<file path="src/rtl/axis_pkg.sv">
// Shared width helpers for the AXI-Stream packet FIFO.
// Provides keep width, counter width and RAM entry width.
package axis_pkg;

  function automatic int KEEP_W(input int dw);
    return dw / 8;
  endfunction

  function automatic int CNT_W(input int depth);
    return $clog2(depth) + 1;
  endfunction

  // RAM entry layout: {tlast, tkeep, tdata}
  function automatic int ENTRY_W(input int dw);
    return dw + KEEP_W(dw) + 1;
  endfunction

endpackage

</file>
<file path="src/rtl/axis_fifo_ram.sv">
// Simple dual-port RAM: sync write, async read.
// Ports: clk, we/waddr/wdata write side, raddr/rdata read side.
module axis_fifo_ram #(
  parameter int W     = 37,
  parameter int DEPTH = 16
) (
  input  logic                     clk,
  input  logic                     we,
  input  logic [$clog2(DEPTH)-1:0] waddr,
  input  logic [W-1:0]             wdata,
  input  logic [$clog2(DEPTH)-1:0] raddr,
  output logic [W-1:0]             rdata
);

  logic [W-1:0] mem [DEPTH];

  always_ff @(posedge clk) begin
    if (we) mem[waddr] <= wdata;
  end

  assign rdata = mem[raddr];

endmodule

</file>
<file path="src/rtl/axis_pkt_fifo.sv">
// AXI-Stream FIFO, stream or store-and-forward packet mode.
// Ports: axis_aclk/axis_areset, s_axis_*, m_axis_*, occupancy, pkt_count, almost_full.
module axis_pkt_fifo
  import axis_pkg::*;
#(
  parameter int DATA_WIDTH     = 32,
  parameter int DEPTH          = 16,
  parameter int PACKET_MODE    = 0,
  parameter int ALMOST_FULL_TH = DEPTH - 2
) (
  input  logic                          axis_aclk,
  input  logic                          axis_areset,
  input  logic                          s_axis_tvalid,
  output logic                          s_axis_tready,
  input  logic [DATA_WIDTH-1:0]         s_axis_tdata,
  input  logic [KEEP_W(DATA_WIDTH)-1:0] s_axis_tkeep,
  input  logic                          s_axis_tlast,
  output logic                          m_axis_tvalid,
  input  logic                          m_axis_tready,
  output logic [DATA_WIDTH-1:0]         m_axis_tdata,
  output logic [KEEP_W(DATA_WIDTH)-1:0] m_axis_tkeep,
  output logic                          m_axis_tlast,
  output logic [CNT_W(DEPTH)-1:0]       occupancy,
  output logic [CNT_W(DEPTH)-1:0]       pkt_count,
  output logic                          almost_full
);

  localparam int AW  = $clog2(DEPTH);
  localparam int CW  = CNT_W(DEPTH);
  localparam int EW  = ENTRY_W(DATA_WIDTH);
  localparam bit PKT = (PACKET_MODE != 0);

  logic [AW-1:0] wr_ptr;
  logic [AW-1:0] rd_ptr;
  logic [CW-1:0] occ_nxt;
  logic [CW-1:0] pkt_nxt;
  logic [EW-1:0] rd_entry;
  logic          rdy_q;
  logic          full;
  logic          empty;
  logic          wr_en;
  logic          rd_en;
  logic          wr_last;
  logic          rd_last;

  assign full  = (occupancy == CW'(DEPTH));
  assign empty = (occupancy == '0);

  // rdy_q holds ready low until the first edge after reset release
  assign s_axis_tready = rdy_q && !full;

  // Full term releases over-long packets cut-through
  assign m_axis_tvalid = !empty &&
    (!PKT || (pkt_count != '0) || full);

  assign {m_axis_tlast, m_axis_tkeep, m_axis_tdata} = rd_entry;

  assign wr_en   = s_axis_tvalid && s_axis_tready;
  assign rd_en   = m_axis_tvalid && m_axis_tready;
  assign wr_last = wr_en && s_axis_tlast;
  assign rd_last = rd_en && m_axis_tlast;

  always_comb begin
    occ_nxt = occupancy;
    pkt_nxt = pkt_count;
    if (wr_en && !rd_en) occ_nxt = occupancy + CW'(1);
    if (!wr_en && rd_en) occ_nxt = occupancy - CW'(1);
    if (wr_last && !rd_last) pkt_nxt = pkt_count + CW'(1);
    if (!wr_last && rd_last) pkt_nxt = pkt_count - CW'(1);
  end

  always_ff @(posedge axis_aclk or posedge axis_areset) begin
    if (axis_areset) begin
      wr_ptr      <= '0;
      rd_ptr      <= '0;
      occupancy   <= '0;
      pkt_count   <= '0;
      almost_full <= 1'b0;
      rdy_q       <= 1'b0;
    end else begin
      rdy_q       <= 1'b1;
      occupancy   <= occ_nxt;
      pkt_count   <= pkt_nxt;
      almost_full <= (occ_nxt >= CW'(ALMOST_FULL_TH));
      if (wr_en) wr_ptr <= wr_ptr + AW'(1);
      if (rd_en) rd_ptr <= rd_ptr + AW'(1);
    end
  end

  axis_fifo_ram #(
    .W     (EW),
    .DEPTH (DEPTH)
  ) u_ram (
    .clk   (axis_aclk),
    .we    (wr_en),
    .waddr (wr_ptr),
    .wdata ({s_axis_tlast, s_axis_tkeep, s_axis_tdata}),
    .raddr (rd_ptr),
    .rdata (rd_entry)
  );

endmodule

</file>
<file path="config.mk">
export PLATFORM = sky130hd
export DESIGN_NAME = axis_pkt_fifo
export DESIGN_NICKNAME = d
export VERILOG_FILES = /design/src/rtl/axis_pkg.sv /design/src/rtl/axis_fifo_ram.sv /design/src/rtl/axis_pkt_fifo.sv
export SDC_FILE = /design/constraint.sdc
export NUM_CORES = 1
export LEC_CHECK = 0
export CAP_MARGIN = 20
export CORE_UTILIZATION = 30
export CTS_CLUSTER_SIZE = 14
export DETAILED_ROUTE_END_ITERATION = 10
export HOLD_SLACK_MARGIN = 0.15
export PLACE_DENSITY = 0.56
export SLEW_MARGIN = 20
export SYNTH_ARGS = -nofsm -noshare
export SYNTH_HDL_FRONTEND = slang
export SYNTH_HIERARCHICAL = 1
export SYNTH_SLANG_ARGS = --single-unit
</file>
<file path="constraint.sdc">
create_clock -name axis_aclk -period 16.15 [get_ports axis_aclk]
set_clock_uncertainty 0.2 [all_clocks]
set_input_delay 4.845 -clock axis_aclk [delete_from_list [all_inputs] [get_ports axis_aclk]]
set_output_delay 4.845 -clock axis_aclk [all_outputs]
set_load 0.05 [all_outputs]
</file>
==> results.txt, run 1 <==
The number of warning messages in the yosys log was 6; the ratio of total power to cell area was 179 nW/um^2. The pre-antenna-repair detailed-routing pass consisted of 4 iterations. Counting flops with a built-in enable in the synthesized netlist gives 592. Fill cells in the final layout number 6,913. The critical path in this run is classified as reg2out.

The critical path startpoint is rd_ptr[1]$_DFFE_PP0N_. The leading cell type in the layout, fill and taps excluded is sky130_fd_sc_hd__edfxtp_1. Data arrives at the worst endpoint at 4.66 ns.

Kind of capture point of the worst setup path: a primary output. From bottom edge to top edge, the die measures 281 um. The number of cells traversed by the worst register-to-register path is 13. Largest delay contributor family on the critical path: buffers and inverters.

The via count of the first global-routing pass is 11,440, and the count of input and output buffers is 90. For the area of the placeable core, the log shows 76,500 um^2. Setup violations remaining at the end of the flow were counted as 0.

For the post-CTS repair timing setup buffer count, the log shows 0. Routability-driven placement finished with a final weighted congestion of 0.675. The remaining antenna violation count after routing is 0, and the share of the clock period used by the worst path after layout is 60.1%. Cells with a size suffix above 1 make up 23.1% of the layout. The top cell types in the final layout, fill and taps aside, are 592 x sky130_fd_sc_hd__edfxtp_1, 148 x sky130_fd_sc_hd__mux4_2, 90 x sky130_fd_sc_hd__clkdlybuf4s50_1.

For this configuration, the core starts out at a cell density of 30.5%. Global routing used 13.3% of the available tracks. In this run the number of cells on the critical path is 6. TritonCTS built the clock tree. The tools report the static leakage as 8.45 nW.

Final-report hold violation count: 0. After the flow finishes, the layout carries non-filler instances totaling 2,227. For flop-to-flop paths, the worst setup slack is 11.27 ns. The logs give 2,123 for the number of cells in the design after placement and 16.9% for the met1 track demand over resource. The die covers 78,900 um^2. Prevailing post-synth register cell: sky130_fd_sc_hd__edfxtp_1.

The first global-routing pass estimated 76,000 um of wire. Of all nets on the critical path, the largest fanout is 61. Synthesis produced a netlist with a net count of 1,082. The logs give 35.8% for the final standard cell utilization of the core and 1,033 for the cell count after synthesis. Setup repair after global routing left no endpoint under its margin. The synthesized flop and latch total was 612; the total number of vias was 10,701. Timing would allow up to 103 MHz. Clock-pin slew was measured on the worst setup and hold paths at 0.06 ns. The post-detailed-route DRC marker count is 0, and the design area is 27,300 um^2. Data required time of the worst path: 11.10 ns. The area used by multi-input combinational logic was 4880 um^2; the global-route congestion overflow total was 0. The tools report the initial antenna violation count as 5. The logs give 2 for the level count of the clock H-tree and 45 for the count of distinct cell types in the synthesized netlist. Number of nets in the final layout: 1,201. The critical path ends at m_axis_tdata[3]. From synthesis to final layout, the design area changed by 17.2%. For the maximum ir drop on the vdd rail, the log shows 0.147 mV.

Buffers inserted during clock tree synthesis total 57. The class of the tightest hold or removal check was reg2reg. In the final routed layout, each cell accounts on average for 23.4 um. For this design, the slowest cell found on the critical path is sky130_fd_sc_hd__dfrtp_4.

Once detailed placement completed, the half-perimeter wirelength came to 24,800 um. The first routing iteration left 809 violations. Subtracting the final worst setup slack from the clock period gives 9.71 ns. Adding up every negative setup slack in the final design gives 0 ns. Of all flip-flops after synthesis, the portion carrying an async set or reset was 3.27%. Global routing consumed, on the met3 layer, 2.31% of the routing resources.

Global routing consumed, on the met2 layer, 23.6% of the routing resources. The slew of the pin with the lowest slew margin is 0.931 ns. After detailed routing, the total wire length is 52,200 um.

The number of buffers and inverters on the critical path is 3, and the pin count of the biggest net entering global routing is 111. Using the TritonRoute via totals, the vias-per-cell ratio works out to 4.81. The cell area after placement was 25,600 um^2. Post-synthesis area per instance: 22.6 um^2. The worst setup path is launched from a flop.

The worst relative slew slack came out at 37.9%. The tools report the root buffer selected by CTS as sky130_fd_sc_hd__clkbuf_16. The worst stage delay on the critical path came out at 0.87 ns. The chip width works out to 281 um. met2 is the most crowded layer. The initialized floorplan defines 101 standard-cell rows.

The number of max-slew violations in the final report was 0. In this run the critical register-to-register path is launched from rd_ptr[0]$_DFFE_PP0N_. The cell seen most often among critical-path stages was sky130_fd_sc_hd__buf_4.

The reg-to-reg endpoint was pkt_count[4]$_DFFE_PP0P_. The post-CTS resize count is 0, and the hold buffer count at cts is 0. The critical path goes through buf_4 > buf_4 > mux4_2 > a22oi_1 > nand2_1 > clkdlybuf4s50_1. The tools report the sequential element share of the synthesized area as 78.3%. The tools report the clock latency on the worst-skew pair as 0.60 ns.

The tools report the number of maximum-capacitance violations as 0. 91 I/O pins were placed. 0 antenna diodes ended up in the layout. The cell area after synthesis is 23,300 um^2, and the storage element area is 18,300 um^2. The clock passes through at most 3 buffers. The run finished with clean final reports. The tree built by TritonCTS fans out to 612 sinks.
==> layer usage <==
layer | vias up | wire length (um) | part of all wire [%]
met5 | - | 52 | 0.10
met2 | 221 | 26900 | 52
li1 | 4602 | - | -
met4 | 10 | 865 | 1.7
met3 | 75 | 2290 | 4.4
met1 | 5793 | 22100 | 42
==> how the worst min path moves through the flow <==
stage / to / cells after the start / start
3_5_place_dp: pkt_count[4]$_DFFE_PP0P_ / 1 / pkt_count[4]$_DFFE_PP0P_
3_3_place_gp: pkt_count[4]$_DFFE_PP0P_ / 1 / pkt_count[4]$_DFFE_PP0P_
2_1_floorplan: rd_ptr[0]$_DFFE_PP0N_ / 1 / rd_ptr[0]$_DFFE_PP0N_
4_1_cts: pkt_count[4]$_DFFE_PP0P_ / 1 / pkt_count[4]$_DFFE_PP0P_
6_report: pkt_count[4]$_DFFE_PP0P_ / 1 / pkt_count[4]$_DFFE_PP0P_
5_1_grt: pkt_count[4]$_DFFE_PP0P_ / 1 / pkt_count[4]$_DFFE_PP0P_
==> stage by stage <==
stage | hold WS, ns | total power [mW] | setup slack, ns
final | 0.270 | 4.90 | 6.44
after global routing | 0.321 | 5.11 | 6.21
after CTS | 0.278 | 4.98 | 6.34
after detailed placement | 0.269 | 3.69 | 7.01
after global placement | 0.264 | 3.68 | 6.99
after floorplan | 0.291 | 3.14 | 6.96
==> report_power, final <==
part           internal (mW)  total, mW  switching (mW)
clock                  0.731       1.29           0.555
sequential              1.84       1.95           0.104
combinational          0.660       1.67            1.01
==> area by class of cell <==
| type | instances | area share, % |
|---|---|---|
| Clock buffer | 78 | 5.81 |
| Timing Repair Buffer | 113 | 3.97 |
| Clock inverter | 26 | 0.723 |
| Tap cell | 1030 | 4.71 |
| Multi-Input combinational cell | 364 | 17.9 |
| Inverter | 4 | 0.0549 |
| Sequential cell | 612 | 66.9 |
==> synthesized netlist by cell type, types with 2 or more instances <==
library cell	number	area share, %
sky130_fd_sc_hd__edfxtp_1	592	76
sky130_fd_sc_hd__mux4_2	148	14
sky130_fd_sc_hd__a22oi_1	75	2.4
sky130_fd_sc_hd__nand2_1	52	0.84
sky130_fd_sc_hd__clkbuf_1	24	0.39
sky130_fd_sc_hd__dfrtp_1	20	2.1
sky130_fd_sc_hd__nor2_1	15	0.24
sky130_fd_sc_hd__xnor2_1	11	0.41
sky130_fd_sc_hd__buf_1	9	0.14
sky130_fd_sc_hd__buf_6	8	0.39
sky130_fd_sc_hd__ha_1	8	0.43
sky130_fd_sc_hd__buf_4	7	0.23
sky130_fd_sc_hd__buf_2	5	0.11
sky130_fd_sc_hd__nor3_1	5	0.11
sky130_fd_sc_hd__xor2_1	5	0.19
sky130_fd_sc_hd__a21oi_1	4	0.086
sky130_fd_sc_hd__nor2b_1	4	0.11
sky130_fd_sc_hd__inv_1	3	0.048
sky130_fd_sc_hd__nand2b_1	3	0.080
sky130_fd_sc_hd__nand3_1	3	0.064
sky130_fd_sc_hd__nand3b_1	3	0.097
sky130_fd_sc_hd__a31oi_1	2	0.054
sky130_fd_sc_hd__nand4_1	2	0.054
sky130_fd_sc_hd__o21a_1	2	0.064
sky130_fd_sc_hd__o21ai_0	2	0.043
sky130_fd_sc_hd__o22ai_1	2	0.054
==> flip-flops by register name (all words and copies together), names as in the netlist <==
signal	count
u_ram/mem	592
occupancy	5
pkt_count	5
rd_ptr	4
wr_ptr	4
almost_full	1
rdy_q	1
==> logic make-up after synthesis <==
group,count (synthesis),share of synthesized area [%]
flops,612,78.3
mux,150,14.4
simple gates,96,1.91
compound gates,92,2.97
buf+inv,57,1.31
xor+xnor,16,0.601
fa+ha+maj,9,0.472
other cells,1,0.0161
Note: power is estimated with default switching activity, not from simulation.
==> inputs of run 2 (changes only) <==
==> constraint.sdc (replaced) <==
create_clock -name axis_aclk -period 9.4 [get_ports axis_aclk]
set_clock_uncertainty 0.2 [all_clocks]
set_input_delay 2.82 -clock axis_aclk [delete_from_list [all_inputs] [get_ports axis_aclk]]
set_output_delay 2.82 -clock axis_aclk [all_outputs]
set_load 0.05 [all_outputs]
==> results.txt, run 2 (synthesized netlist as in run 1, its figures left out) <==
The critical path starts at rd_ptr[0]$_DFFE_PP0N_. The vertical extent of the die is 281 um (unchanged), and the layout filler cell count is 6,976 (+0.91%). The final-report hold violation count was 0 (unchanged). The area enclosed by the die boundary is 78,900 um^2 (unchanged). The average wire per cell in the routed design is 24.0 um (+2.2%), and the initial antenna violation count is 4 (-1).

The logs give 8.43 mW (+72%) for the final total power and 2 (unchanged) for the level count of the clock H-tree. The aggregate negative setup slack was 0 ns (unchanged); the maximum ir drop on the vdd rail was 0.163 mV (+11%). Row count: 101 (unchanged).

The count of input and output buffers is 90 (unchanged). The static leakage was 8.44 nW (-0.13%). The number of nets in the final layout is 1,201 (unchanged). The run gives 5 (+1) as the number of iterations in the first detailed-routing pass. Counting flops per register, the top entry is u_ram/mem.

The ratio of total power to cell area works out to 309 nW/um^2 (+72%). The run gives 0 (unchanged) as the remaining antenna violation count after routing. Dividing the final minimum period by the clock period gives 74.5%.

Timing would allow up to 143 MHz. The wire length of the first global-routing pass was 78,600 um (+3.3%). Flip-flop count of the largest register, all copies and words added: 592 (unchanged). Root buffer selected by CTS: sky130_fd_sc_hd__clkbuf_16. Global-route congestion overflow total: 0 (unchanged). The worst register-to-register path ends at pkt_count[4]$_DFFE_PP0P_. The slew of the pin with the lowest slew margin came out at 1.08 ns (+0.147 ns). The run gives 2.40 ns (-4.04 ns) as the setup slack of the critical path after layout. Post-synthesis to final-layout area growth: 17.1% (about the same). Worst-case clock buffer depth: 3 (unchanged).

STA classifies the critical path startpoint as a flop. The count of final setup violators is 0 (unchanged), and the internal power consumption is 5.55 mW (+72%). The share of power burned in registers is 39.9% (+0.2 points), and the post-CTS resize count is 0 (unchanged). The startpoint of the most critical register-to-register path is rd_ptr[1]$_DFFE_PP0N_. The tools report the pin count of the biggest net entering global routing as 92 (-17%). The logs give 3.98 ns (-0.68 ns) for the data arrival at the endpoint of the critical path and 2.97 ns (-4.04 ns) for the worst setup timing slack at the placement stage. The logs give 2.88 mW (+73%) for the switching power of the nets and 57 (unchanged) for the number of buffers created by CTS. The largest fanout of any net on the critical path is 62 (+1.6%). The number of clock sinks came out at 612 (unchanged).

Leaving out fill and tap cells, the most frequent cell in the layout is sky130_fd_sc_hd__edfxtp_1. The placer's final routability congestion estimate was 0.696 (+3.2%). The clock latency on the worst-skew pair was 0.60 ns (about the same); the worst relative slew slack was 28.0% (-10 points). The I/O pin count was 91 (unchanged). For the area of the placeable core, the log shows 76,500 um^2 (unchanged). The number of cells traversed by the worst register-to-register path is 13 (unchanged). The via count of the first global-routing pass is 11,625 (+1.6%), and the total number of vias is 10,854 (+1.4%). The tools report the post-CTS repair timing setup buffer count as 0 (unchanged). The largest registers in the layout are u_ram/mem (592), occupancy (5), pkt_count (5). In this run the worst hold path is classified as reg2reg. The tools report the antenna cell count as 0 (unchanged). In the layout the commonest cells are 592 x sky130_fd_sc_hd__edfxtp_1, 148 x sky130_fd_sc_hd__mux4_2, 90 x sky130_fd_sc_hd__clkdlybuf4s50_1. The flow ran to the end, and the final reports show no timing, DRC or antenna violations. Combinational power share: 34.0% (about the same). The initial core utilization is 30.5% (unchanged), and the chip width is 281 um (unchanged). The clock network fraction of total power came out at 26.1% (about the same). Post-route worst hold slack: 0.287 ns (+0.0168 ns). The critical path is of the reg2out type. Setup repair after global routing left no endpoint under its margin. The fraction of power spent switching nets is 34.1% (+0.12 points). Kind of capture point of the worst setup path: a primary output. The total routing usage reported by global routing was 13.8% (+0.45 points); the data required time of the worst path was 6.38 ns (-4.72 ns). TritonCTS built the clock tree.

The clock period minus final worst setup slack was 7.00 ns. The tools report the number of maximum-capacitance violations as 0 (unchanged). The share of cells above drive strength 1 works out to 23.1% (-0.090 points). The half-perimeter wire length of the detailed placement result is 25,700 um (+3.7%). The initial DRC count was 801 (-0.99%); the number of max-slew violations in the final report was 0 (unchanged). The tools report the hold buffer count at cts as 0 (unchanged). The post-detailed-route DRC marker count was 0 (unchanged); the clock-pin slew on the worst setup and hold paths was 0.06 ns (about the same). The tools report the final wirelength as 53,300 um (+2.0%). In this run the worst setup path terminates at m_axis_tdata[26]. The via density per instance was 4.88 (+1.6%); the worst reg-to-reg setup slack was 4.87 ns (-6.40 ns).
==> run 2: changes by cell type in the layout (fill, tap and decap cells not counted), sizes merged <==
| cell | change |
|---|---|
| bufinv | +2 |
| clkbuf | -8 |
| inv | +1 |
| clkinv | +1 |
==> run 2: layer usage <==
layer | track usage (%) | wire length [um] | vias up
li1 | - | - | 4592
met2 | 23.8 | 27200 | 234
met4 | 3.69 | 1040 | 6
met3 | 2.30 | 2300 | 73
met5 | 0 | 39 | -
met1 | 17.9 | 22700 | 5949
==> run 2: layout make-up <==
cell class / count / area (um^2) / area share [%]
repair buffers: 113 / 1110 / 4.07
clock inverters: 30 / 268 / 0.980
inverters: 4 / 15.0 / 0.0550
multi-input cells: 364 / 4880 / 17.9
clock buffers: 70 / 1480 / 5.40
well taps: 1030 / 1290 / 4.72
flip-flops and latches: 612 / 18300 / 66.9
==> run 2: worst min path at each step <==
stage	from	to	depth (start not counted)
detailed placement	pkt_count[4]$_DFFE_PP0P_	pkt_count[4]$_DFFE_PP0P_	1
finish	pkt_count[4]$_DFFE_PP0P_	pkt_count[4]$_DFFE_PP0P_	1
global placement	pkt_count[4]$_DFFE_PP0P_	pkt_count[4]$_DFFE_PP0P_	1
floorplan	rd_ptr[0]$_DFFE_PP0N_	rd_ptr[0]$_DFFE_PP0N_	1
CTS	pkt_count[4]$_DFFE_PP0P_	pkt_count[4]$_DFFE_PP0P_	1
global route	pkt_count[4]$_DFFE_PP0P_	pkt_count[4]$_DFFE_PP0P_	1
==> run 2: metrics by stage <==
| step | util (%) | cell area (um^2) | std cells |
|---|---|---|---|
| CTS | 35.7 | 27300 | 2223 |
| global route | 35.7 | 27300 | 2223 |
| global placement | 33.5 | 25600 | 2123 |
| floorplan | - | 23300 | 1033 |
| detailed placement | 33.5 | 25600 | 2123 |
| finish | 35.7 | 27300 | 2223 |
==> run 2: power by group through the flow <==
stage	Clock, mW	Combinational, mW	Sequential, mW
final	2.20	2.87	3.37
after global routing	2.35	3.06	3.40
after CTS	2.26	2.94	3.38
after detailed placement	0	2.93	3.43
after global placement	0	2.93	3.43
after floorplan	0	2.04	3.36
==> run 2: worst max-delay path: stages (launching register included) <==
cell and delay [ns]:
sky130_fd_sc_hd__dfrtp_4 1.03, sky130_fd_sc_hd__buf_12 0.51, sky130_fd_sc_hd__mux4_2 0.57, sky130_fd_sc_hd__a22oi_1 0.24, sky130_fd_sc_hd__nand2_1 0.18, sky130_fd_sc_hd__clkdlybuf4s50_1 0.75
==> inputs of run 3 (changes only) <==
==> constraint.sdc (replaced) <==
create_clock -name axis_aclk -period 7.2 [get_ports axis_aclk]
set_clock_uncertainty 0.2 [all_clocks]
set_input_delay 2.16 -clock axis_aclk [delete_from_list [all_inputs] [get_ports axis_aclk]]
set_output_delay 2.16 -clock axis_aclk [all_outputs]
set_load 0.05 [all_outputs]
==> results.txt, run 3 (synthesized netlist as in run 1, its figures left out) <==
Clock-pin slew on the worst setup and hold paths: 0.06 ns (about the same). The number of buffers created by CTS came out at 67 (+18%). Compared with the post-synthesis result, the final layout area differs by 18.8%.

Number of clock sinks: 612 (unchanged). The largest fanout of any net on the critical path was 40 (-35%). The tools report the root buffer selected by CTS as sky130_fd_sc_hd__clkbuf_16.

The tools report the number of cells in the design after placement as 2,135 (+0.57%). The global routing stage identified its most utilized layer as met2. The total number of vias was 10,804 (-0.46%). The via count of the first global-routing pass came out at 11,563 (-0.53%). The run gives 0 (unchanged) as the remaining antenna violation count after routing.

The data arrival at the endpoint of the critical path is 3.71 ns (-0.27 ns). Ranked by flip-flop count, first place goes to u_ram/mem. The global routing met3 resource utilization came out at 2.30% (unchanged). The run gives 30.5% (unchanged) as the initial core utilization.

The tools report the final wirelength as 51,700 um (-3.0%). The total routing usage reported by global routing was 13.4% (-0.41 points); the post-CTS repair timing setup buffer count was 0 (unchanged). The wire length of the first global-routing pass was 76,300 um (-2.8%); the met1 track demand over resource was 17.2% (-0.65 points). The flow ran to the end, and the final reports show no timing, DRC or antenna violations.

The post-CTS resize count is 0 (unchanged), and the via density per instance is 4.79 (-1.8%). For the level count of the clock H-tree, the log shows 3 (+1). STA classifies the critical path startpoint as a flop. The average wire per cell in the routed design was 22.9 um (-4.3%); the initial DRC count was 737 (-8.0%). The tools report the I/O pin count as 91 (unchanged).

Slew of the pin with the lowest slew margin: 1.10 ns (+0.0188 ns). The worst setup path is of the reg2out kind. The tools report the kind of capture point of the worst setup path as a primary output.

The global-route congestion overflow total came out at 0 (unchanged). Library cell contributing the largest single delay on the critical path: sky130_fd_sc_hd__dfrtp_4. Setup slack of the critical path after layout: 1.13 ns (-1.27 ns). Subtracting the final worst setup slack from the clock period gives 6.07 ns. The logs give 26.7% (-1.2 points) for the worst relative slew slack and 36.3% (+0.51 points) for the final standard cell utilization of the core. The row count was 101 (unchanged); the antenna cell count was 0 (unchanged). The number of iterations in the first detailed-routing pass was 5 (unchanged); the worst setup timing slack at the placement stage was 1.60 ns (-1.37 ns). The pin count of the biggest net entering global routing was 58 (-37%); the highest clock rate was 165 MHz. The number of nets in the final layout is 1,223 (+1.8%). The top cell types in the final layout, fill and taps aside, are 592 x sky130_fd_sc_hd__edfxtp_1, 148 x sky130_fd_sc_hd__mux4_2, 90 x sky130_fd_sc_hd__clkdlybuf4s50_1. In the final layout, the registers with the most flip-flops are u_ram/mem (592), occupancy (5), pkt_count (5). The tools report the placer's final routability congestion estimate as 0.706 (+1.4%). The critical path goes through buf_12 > mux4_2 > a22oi_1 > nand2_1 > clkdlybuf4s50_1. The vertical extent of the die is 281 um (unchanged). The number of max-slew violations in the final report was 0 (unchanged). The design area was 27,700 um^2 (+1.4%); the half-perimeter wire length of the detailed placement result was 28,800 um (+12%).

The met2 demand-to-capacity share in global routing came out at 22.9% (-0.93 points). The number of maximum-capacitance violations came out at 0 (unchanged). The area of the placeable core was 76,500 um^2 (unchanged).

The run gives 0.338 mV (+110%) as the maximum ir drop on the vdd rail. The static leakage was 8.63 nW (+2.3%); the share of the clock period used by the worst path after layout was 84.3%. The worst-case clock buffer depth was 3 (unchanged). The worst stage delay on the critical path came out at 0.95 ns (-0.08 ns). The count of input and output buffers is 90 (unchanged), and the non-filler instance count after layout is 2,254 (+1.4%). The ratio of total power to cell area is 408 nW/um^2 (+32%). The library cell used most frequently in the layout, excluding fill and tap cells, is sky130_fd_sc_hd__edfxtp_1.

For the hold buffer count at cts, the log shows 0 (unchanged). Setup repair after global routing left no endpoint under its margin. The tools report the cell area after placement as 25,700 um^2 (+0.45%). The area enclosed by the die boundary is 78,900 um^2 (unchanged). The tools report the layout filler cell count as 6,967 (-0.13%).

The clock latency on the worst-skew pair came out at 0.59 ns (about the same). The count of final setup violators is 0 (unchanged). The share of cells above drive strength 1 was 24.4% (+1.4 points). The chip width is 281 um (unchanged). The logs give 1 (-3) for the initial antenna violation count and 0 (unchanged) for the post-detailed-route DRC marker count. TritonCTS built the clock tree. The final-report hold violation count came out at 0 (unchanged). The flip-flop count of the largest register, all copies and words added was 592 (unchanged).

The worst hold path belongs to the class reg2reg. The data required time of the worst path was 4.84 ns (-1.54 ns); the aggregate negative setup slack was 0 ns (unchanged).
[run 3: worst paths after layout]
kind / end / from / cells past startpoint / slack, ns
setup reg to reg: pkt_count[4]$_DFFE_PP0P_ / rd_ptr[0]$_DFFE_PP0N_ / 13 / 2.81
setup / recovery: m_axis_tdata[26] / rd_ptr[0]$_DFFE_PP0N_ / 5 / 1.13
hold / removal: pkt_count[4]$_DFFE_PP0P_ / pkt_count[4]$_DFFE_PP0P_ / 1 / 0.28
min in group asynchronous: pkt_count[3]$_DFFE_PP0P_ / axis_areset / 2 / 1.83
hold reg to reg: pkt_count[4]$_DFFE_PP0P_ / pkt_count[4]$_DFFE_PP0P_ / 1 / 0.28
max in group asynchronous: rd_ptr[1]$_DFFE_PP0N_ / axis_areset / 2 / 4.36
[run 3: stage by stage]
| step | power [mW] | hold slack, ns |
|---|---|---|
| 6_report | 11.3 | 0.278 |
| 5_1_grt | 11.8 | 0.303 |
| 4_1_cts | 11.5 | 0.282 |
| 3_5_place_dp | 8.34 | 0.272 |
| 3_3_place_gp | 8.32 | 0.263 |
| 2_1_floorplan | 7.05 | 0.291 |
[run 3: metal layers]
metal / part of all wire, % / routed length [um]
met5: 0.017 / 9
met4: 1.9 / 984
met3: 4.6 / 2370
met2: 51 / 26400
met1: 42 / 21900
[run 3: worst max-delay path, delay by kind of cell, from the launching register on]
kind	cells	cell delay, ns
AOI/OAI and AO/OA	1	0.33
buffers and inverters	2	1.11
DFF	1	0.95
muxes	1	0.55
and+or+nand+nor	1	0.11
[run 3: layout make-up]
class | instances | area [um^2] | share of cell area [%]
Multi-Input combinational cell | 364 | 4880 | 17.6
Inverter | 4 | 15.0 | 0.0542
Sequential cell | 612 | 18300 | 66.0
Clock buffer | 83 | 1780 | 6.42
Timing Repair Buffer | 125 | 1230 | 4.42
Clock inverter | 36 | 241 | 0.871
Tap cell | 1030 | 1290 | 4.65
[run 3: where the power goes]
part	switching, mW	total, mW	internal (mW)	leakage (nW)
logic	2.27	3.80	1.53	2.07
clock network	1.35	3.14	1.80	0.985
registers	0.239	4.37	4.13	5.57
total	3.86	11.3	7.46	8.63
